$ cat config.mk
export PLATFORM = sky130hd
export DESIGN_NAME = tag_rx_router
export DESIGN_NICKNAME = d
export VERILOG_FILES = /design/src/rtl/tag_rx_pkg.sv /design/src/rtl/tag_fifo.sv /design/src/rtl/tag_rx_router.sv
export SDC_FILE = /design/constraint.sdc
export NUM_CORES = 1
export LEC_CHECK = 0
export CAP_MARGIN = 0
export CORE_AREA = 2 2 236 238
export CTS_CLUSTER_DIAMETER = 80
export DETAILED_ROUTE_END_ITERATION = 6
export DIE_AREA = 0 0 238 240
export GPL_TIMING_DRIVEN = 0
export PLACE_DENSITY = 0.76
export SLEW_MARGIN = 25
export SYNTH_ARGS = -nofsm -noshare
export SYNTH_HDL_FRONTEND = slang
export SYNTH_SLANG_ARGS = --single-unit
$ cat constraint.sdc
create_clock -name iClk -period 4.4 [get_ports iClk]
set_input_delay 0.66 -clock iClk [delete_from_list [all_inputs] [get_ports iClk]]
set_output_delay 0.66 -clock iClk [all_outputs]
set_load 0.03 [all_outputs]
$ cat src/rtl/tag_rx_pkg.sv
// tag_rx_pkg: shared widths, tag layout and priority-to-queue mapping for tag_rx_router
package tag_rx_pkg;
  localparam int ADDR_W_D = 11;
  localparam int LEN_W_D = 4;
  localparam int SRC_W_D = 4;
  localparam int PRI_W_D = 3;
  localparam int PLD_W = ADDR_W_D + LEN_W_D + SRC_W_D;
  localparam int TAG_W = PRI_W_D + PLD_W;
  typedef struct packed {
    logic [PRI_W_D-1:0] pri;
    logic [ADDR_W_D-1:0] addr;
    logic [LEN_W_D-1:0] len;
    logic [SRC_W_D-1:0] src;
  } tag_t;
  function automatic int pri2q(input int pri, input int pri_w, input int qnum);
    return pri >> (pri_w - $clog2(qnum));
  endfunction
endpackage

$ cat src/rtl/tag_fifo.sv
// tag_fifo: single-clock FIFO with registered storage driving the head entry; pushes are refused when full
module tag_fifo #(
  parameter int W = 19,
  parameter int DEPTH = 4,
  localparam int AW = $clog2(DEPTH),
  localparam int CW = AW + 1
) (
  input  logic          i_clk,
  input  logic          i_rst_n,
  input  logic          i_push,
  input  logic [W-1:0]  i_pld,
  input  logic          i_pop,
  output logic          o_vld,
  output logic [W-1:0]  o_pld,
  output logic [CW-1:0] o_cnt
);
  logic [W-1:0] r_mem [DEPTH];
  logic [AW-1:0] r_wp, r_rp;
  logic [CW-1:0] r_cnt;
  logic w_push, w_pop;
  assign o_vld = r_cnt != '0;
  assign w_push = i_push & (r_cnt != CW'(DEPTH));
  assign w_pop = i_pop & o_vld;
  assign o_pld = r_mem[r_rp];
  assign o_cnt = r_cnt;
  always_ff @(posedge i_clk or negedge i_rst_n)
    if (!i_rst_n) begin
      r_wp <= '0;
      r_rp <= '0;
      r_cnt <= '0;
      for (int i = 0; i < DEPTH; i++) r_mem[i] <= '0;
    end else begin
      if (w_push) begin
        r_mem[r_wp] <= i_pld;
        r_wp <= r_wp + 1'b1;
      end
      if (w_pop) r_rp <= r_rp + 1'b1;
      r_cnt <= r_cnt + CW'(w_push) - CW'(w_pop);
    end
endmodule

$ cat src/rtl/tag_rx_router.sv
// tag_rx_router: routes priority tags into per-queue FIFOs, dropping or stalling when the target is full
// TAG_RX_STAT_EN adds a saturating drop counter and live per-queue level outputs
module tag_rx_router
  import tag_rx_pkg::*;
#(
  parameter int ADDR_W = ADDR_W_D,
  parameter int LEN_W = LEN_W_D,
  parameter int SRC_W = SRC_W_D,
  parameter int PRI_W = PRI_W_D,
  parameter int QNUM = 8,
  parameter int DEPTH = 4,
  parameter int DROP_ON_FULL = 1,
  localparam int PW = ADDR_W + LEN_W + SRC_W,
  localparam int TW = PRI_W + PW,
  localparam int CW = $clog2(DEPTH) + 1
) (
  input  logic               iClk,
  input  logic               iRst_n,
  input  logic               iTagVld,
  output logic               oTagRdy,
  input  logic [TW-1:0]      iTagPld,
  output logic [QNUM-1:0]    oQueueVld,
  input  logic [QNUM-1:0]    iQueueRdy,
  output logic [QNUM*PW-1:0] oQueuePld,
  output logic               oDropVld,
  input  logic               iDropRdy,
  output logic [PW-1:0]      oDropPld
`ifdef TAG_RX_STAT_EN
  ,
  output logic [15:0]        oDropCnt,
  output logic [QNUM*CW-1:0] oQueueLvl
`endif
);
  localparam int QW = $clog2(QNUM);
  logic [PRI_W-1:0] w_pri;
  logic [QW-1:0] w_q;
  logic [QNUM-1:0] w_full;
  logic w_full_q, w_drop_free, w_acc, w_drop_ld;
  logic r_drop_vld;
  logic [PW-1:0] r_drop_pld;
  assign w_pri = iTagPld[TW-1 -: PRI_W];
  assign w_q = QW'(pri2q(int'(w_pri), PRI_W, QNUM));
  assign w_full_q = w_full[w_q];
  assign w_drop_free = !r_drop_vld | iDropRdy;
  // ready is held low during reset so nothing is accepted into cleared state
  assign oTagRdy = iRst_n & (!w_full_q | ((DROP_ON_FULL != 0) & w_drop_free));
  assign w_acc = iTagVld & oTagRdy;
  assign w_drop_ld = w_acc & w_full_q;
  assign oDropVld = r_drop_vld;
  assign oDropPld = r_drop_pld;
  genvar g;
  generate
    for (g = 0; g < QNUM; g++) begin : g_q
      logic [CW-1:0] w_cnt;
      tag_fifo #(.W(PW), .DEPTH(DEPTH)) u_fifo (
        .i_clk(iClk),
        .i_rst_n(iRst_n),
        .i_push(w_acc & (w_q == QW'(g))),
        .i_pld(iTagPld[PW-1:0]),
        .i_pop(iQueueRdy[g]),
        .o_vld(oQueueVld[g]),
        .o_pld(oQueuePld[g*PW +: PW]),
        .o_cnt(w_cnt)
      );
      assign w_full[g] = w_cnt == CW'(DEPTH);
`ifdef TAG_RX_STAT_EN
      assign oQueueLvl[g*CW +: CW] = w_cnt;
`endif
    end
  endgenerate
  always_ff @(posedge iClk or negedge iRst_n)
    if (!iRst_n) begin
      r_drop_vld <= 1'b0;
      r_drop_pld <= '0;
    end else if (w_drop_ld) begin
      r_drop_vld <= 1'b1;
      r_drop_pld <= iTagPld[PW-1:0];
    end else if (iDropRdy) r_drop_vld <= 1'b0;
`ifdef TAG_RX_STAT_EN
  logic [15:0] r_drop_cnt;
  always_ff @(posedge iClk or negedge iRst_n)
    if (!iRst_n) r_drop_cnt <= '0;
    else if (w_drop_ld && r_drop_cnt != 16'hFFFF) r_drop_cnt <= r_drop_cnt + 16'd1;
  assign oDropCnt = r_drop_cnt;
`endif
endmodule

==> flow_summary.yaml, run 1 <==
status:
  status: "complete, no violations"
timing:
  slew_headroom_pct: 36.97
  max_freq_mhz: 262.6
  rsz0062_at_grt: "false"
  finalMaxSlewViolations: 0
  worst_hold_slack_ps: 59.73
  min_period_ps: 3808
  tns_ps: 0
  hold_viol_final: 0
  finClkSkew_ps: 12.62
  setup_viol: 0
  timing.final.ws_setup_ps: 591.6
  tightest_slew_ps: 945.4
  min_period_over_period_pct: 86.55
detailed_routing:
  dr.pass1.iters: 4
  route.vias.total: 16611
  drc: 0
  routed_wirelength_um: 65090
  drtAntennaViolNets: 0
  drt_iter0_drc: 829
  wl_per_cell_um: 22.38
  viasPerCell: 5.712
placed_design:
  port_buffers: 213
  dp_hpwl_um: 47370
  dp_slack_ps: -205.7
  gp_congestion: 0.7763
  place_area_um2: 33420
setup_path:
  worst-setup-path-type: "in2out"
  worstRegToRegCells: 9
  start_kind: "input port"
  worstPathArrival_ps: 3150
  r2r_end: "g_q[1].u_fifo.o_cnt[2]"
  path_cells: "clkdlybuf4s50_1, inv_1, a311oi_1, nor4_1, mux2i_1, o21a_1, clkdlybuf4s50_1"
  cp-end-kind: "primary output"
  critPathSlowestCell: "clkdlybuf4s50_1"
  reg2reg_slack_ps: 1880
  r2r-start: "g_q[1].u_fifo.o_cnt[1]"
  crit_path_frequent_cell: "clkdlybuf4s50_1"
  critPathMaxFanout: 7
  cp.required_ps: 3740
  critical_path.max_stage_delay_ps: 770
synth:
  syn_area_per_cell_um2: 16.28
  yosys.area.top_type: "dfrtp_1"
  synth_top_area_share_pct: 56.72
  ys_warn_count: 0
  synth_cells: 1854
  syn_area_um2: 30180
  ys_seq_area_share_pct: 56.72
  ys_types: 34
  synthesis.nets: 1944
  ys_ff_latch: 684
  synthTopCellsByArea: "dfrtp_1 57%, mux2_2 23%, mux4_2 11%, ha_1 2.0%, buf_2 0.91%"
power:
  peakVddDrop_mv: 0.4679
  p_per_area_nw_per_um2: 737.8
  power_leakage_nw: 16.87
  finalPower_w: 0.02649
floorplan:
  rows: 86
  dieWidth_um: 238
  die_y_um: 240
  ios: 215
  die_area_um2: 57120
  core_area_um2: 54660
  start_util_pct: 55.21
global_route:
  grt_antenna_before_repair: 3
  grt.overflow.total: 0
  grt_usage_pct: 23.65
  busiest_layer: "met2"
  grtUsageMet1_pct: 30.88
  grt_pass1_wl_um: 103300
  gr-usage-met2_pct: 40.46
  grt_max_degree: 101
  grt.met3_usage_pct: 4.971
  grt_pass1_vias: 17965
cts:
  ctsHoldBuffers: 1
  cts_buffer_depth: 3
  cts_setup_buffers: 0
  cts_inserted_buffers: 71
  cts.repair.resized: 0
  clock_sinks: 684
  path_clk_slew_ps: 60
  htreeDepth: 3
  cts_tree: "yes"
  clock_latency_ps: 610
  cts-root-buf: "clkbuf_16"
layout:
  drive_above_1_share_pct: 44.85
  multi_input_area_um2: 12190
  nets: 2240
  nFillCells: 3828
  syn2layout_area_growth_pct: 18.96
  fin_area_um2: 35900
  regArea_um2: 17120
job:
  drv_cap: 0
min_path:
  hold_path_class: "in2async"
[area by class of cell]
cell class / instances / area share (%)
multi-input combinational: 978 / 33.96
sequential: 684 / 47.68
tap: 704 / 2.454
inverter: 50 / 0.5228
antenna: 1 / 0.006971
buffer: 142 / 1.907
clock inverter: 17 / 0.6971
timing repair buffer: 223 / 6.685
clock buffer: 109 / 6.086
[metal layers]
layer | part of all wire (%) | wire length [µm] | up-vias
met5 | 0.045 | 29 | -
met4 | 2.4 | 1578 | 4
met3 | 4.8 | 3098 | 107
met2 | 51 | 32910 | 310
met1 | 42 | 27470 | 8886
li1 | - | - | 7304
[through the flow]
step,cells,util (%)
4_1_cts,2906,65.64
3_3_place_gp,2771,60.72
3_5_place_dp,2779,61.13
5_1_grt,2908,65.67
6_report,2908,65.67
2_1_floorplan,1854,-
[critical path, delay by kind of cell]
family	cells	cell delay, ps
buffers and inverters	3	1650
AOI/OAI and AO/OA	2	560
muxes	1	140
and+or+nand+nor	1	130
[worst max-delay path by stage]
stage / start / cells after the start / slack [ps] / endpoint
CTS: g_q[4].u_fifo.r_rp[0] / 3 / 560 / oQueuePld[87]
detailed placement: iRst_n / 10 / -210 / g_q[4].u_fifo.r_mem[51]
floorplan: iTagVld / 6 / 2040 / g_q[4].u_fifo.r_mem[27]
global placement: iRst_n / 7 / -26800 / g_q[4].u_fifo.r_mem[36]
finish: iTagPld[20] / 7 / 590 / oTagRdy
global route: iTagPld[20] / 7 / 430 / oTagRdy
[power by group]
group,total (W),internal (W),switching [W]
Combinational,0.0104,0.00525,0.00512
Clock,0.00620,0.00377,0.00243
Sequential,0.00992,0.00867,0.00125
[placed cells by master, fill, tap and decap left out, types with 6 or more instances in the layout]
master,count
fa_1,8
clkinv_2,7
buf_16,9
xor2_1,12
buf_2,55
nand2_1,38
and2_1,16
clkbuf_16,75
xnor2_1,28
inv_1,50
ha_1,48
o21ai_0,8
clkbuf_8,18
buf_4,13
dfrtp_1,684
mux2_2,627
bufinv_16,6
nand2_2,8
clkbuf_1,69
mux4_2,152
buf_1,14
clkdlybuf4s50_1,212
or3_1,8
[cells in the mapped netlist]
| cell type | count |
|---|---|
| a2111oi_4 | 2 |
| a21oi_1 | 1 |
| a311oi_1 | 3 |
| a31oi_1 | 3 |
| a32oi_1 | 1 |
| and2_1 | 16 |
| and2b_2 | 3 |
| buf_1 | 16 |
| buf_2 | 55 |
| buf_4 | 13 |
| buf_6 | 4 |
| clkbuf_1 | 53 |
| clkbuf_2 | 1 |
| dfrtp_1 | 684 |
| fa_1 | 8 |
| ha_1 | 48 |
| inv_1 | 50 |
| mux2_2 | 627 |
| mux2i_1 | 1 |
| mux4_2 | 152 |
| nand2_1 | 38 |
| nand2_2 | 8 |
| nand2b_1 | 2 |
| nand3_1 | 1 |
| nand3b_1 | 1 |
| nor2_1 | 3 |
| nor3_1 | 1 |
| nor4_1 | 1 |
| nor4b_1 | 1 |
| o21a_1 | 1 |
| o21ai_0 | 8 |
| or3_1 | 8 |
| xnor2_1 | 28 |
| xor2_1 | 12 |
[registers in the layout, indices dropped and copies added (netlist names)]
signal            cells
g_q.u_fifo.r_wp      16
oDropVld              1
g_q.u_fifo.r_mem    608
g_q.u_fifo.o_cnt     24
oDropPld             19
g_q.u_fifo.r_rp      16
[kinds of logic (layout without fill, tap and decap cells)]
kind of cell / count (synthesis) / count (layout) / synth area share [%]
muxes: 780 / 780 / 34.77
DFF: 684 / 684 / 56.72
buffers and inverters: 192 / 541 / 2.881
and+or+nand+nor: 83 / 83 / 1.410
adders and majority gates: 56 / 56 / 2.521
xor gates and xnor gates: 40 / 40 / 1.161
AOI/OAI and AO/OA: 19 / 19 / 0.5349
other: 0 / 1 / 0
Power figures use the tool's default switching activity.
==> run 2, diff against run 1 <==
Settings changed: CTS_CLUSTER_DIAMETER 80 to unset.
==> results of run 2 <==
No change in the layout: final DEF, timing and power equal those of run 1.
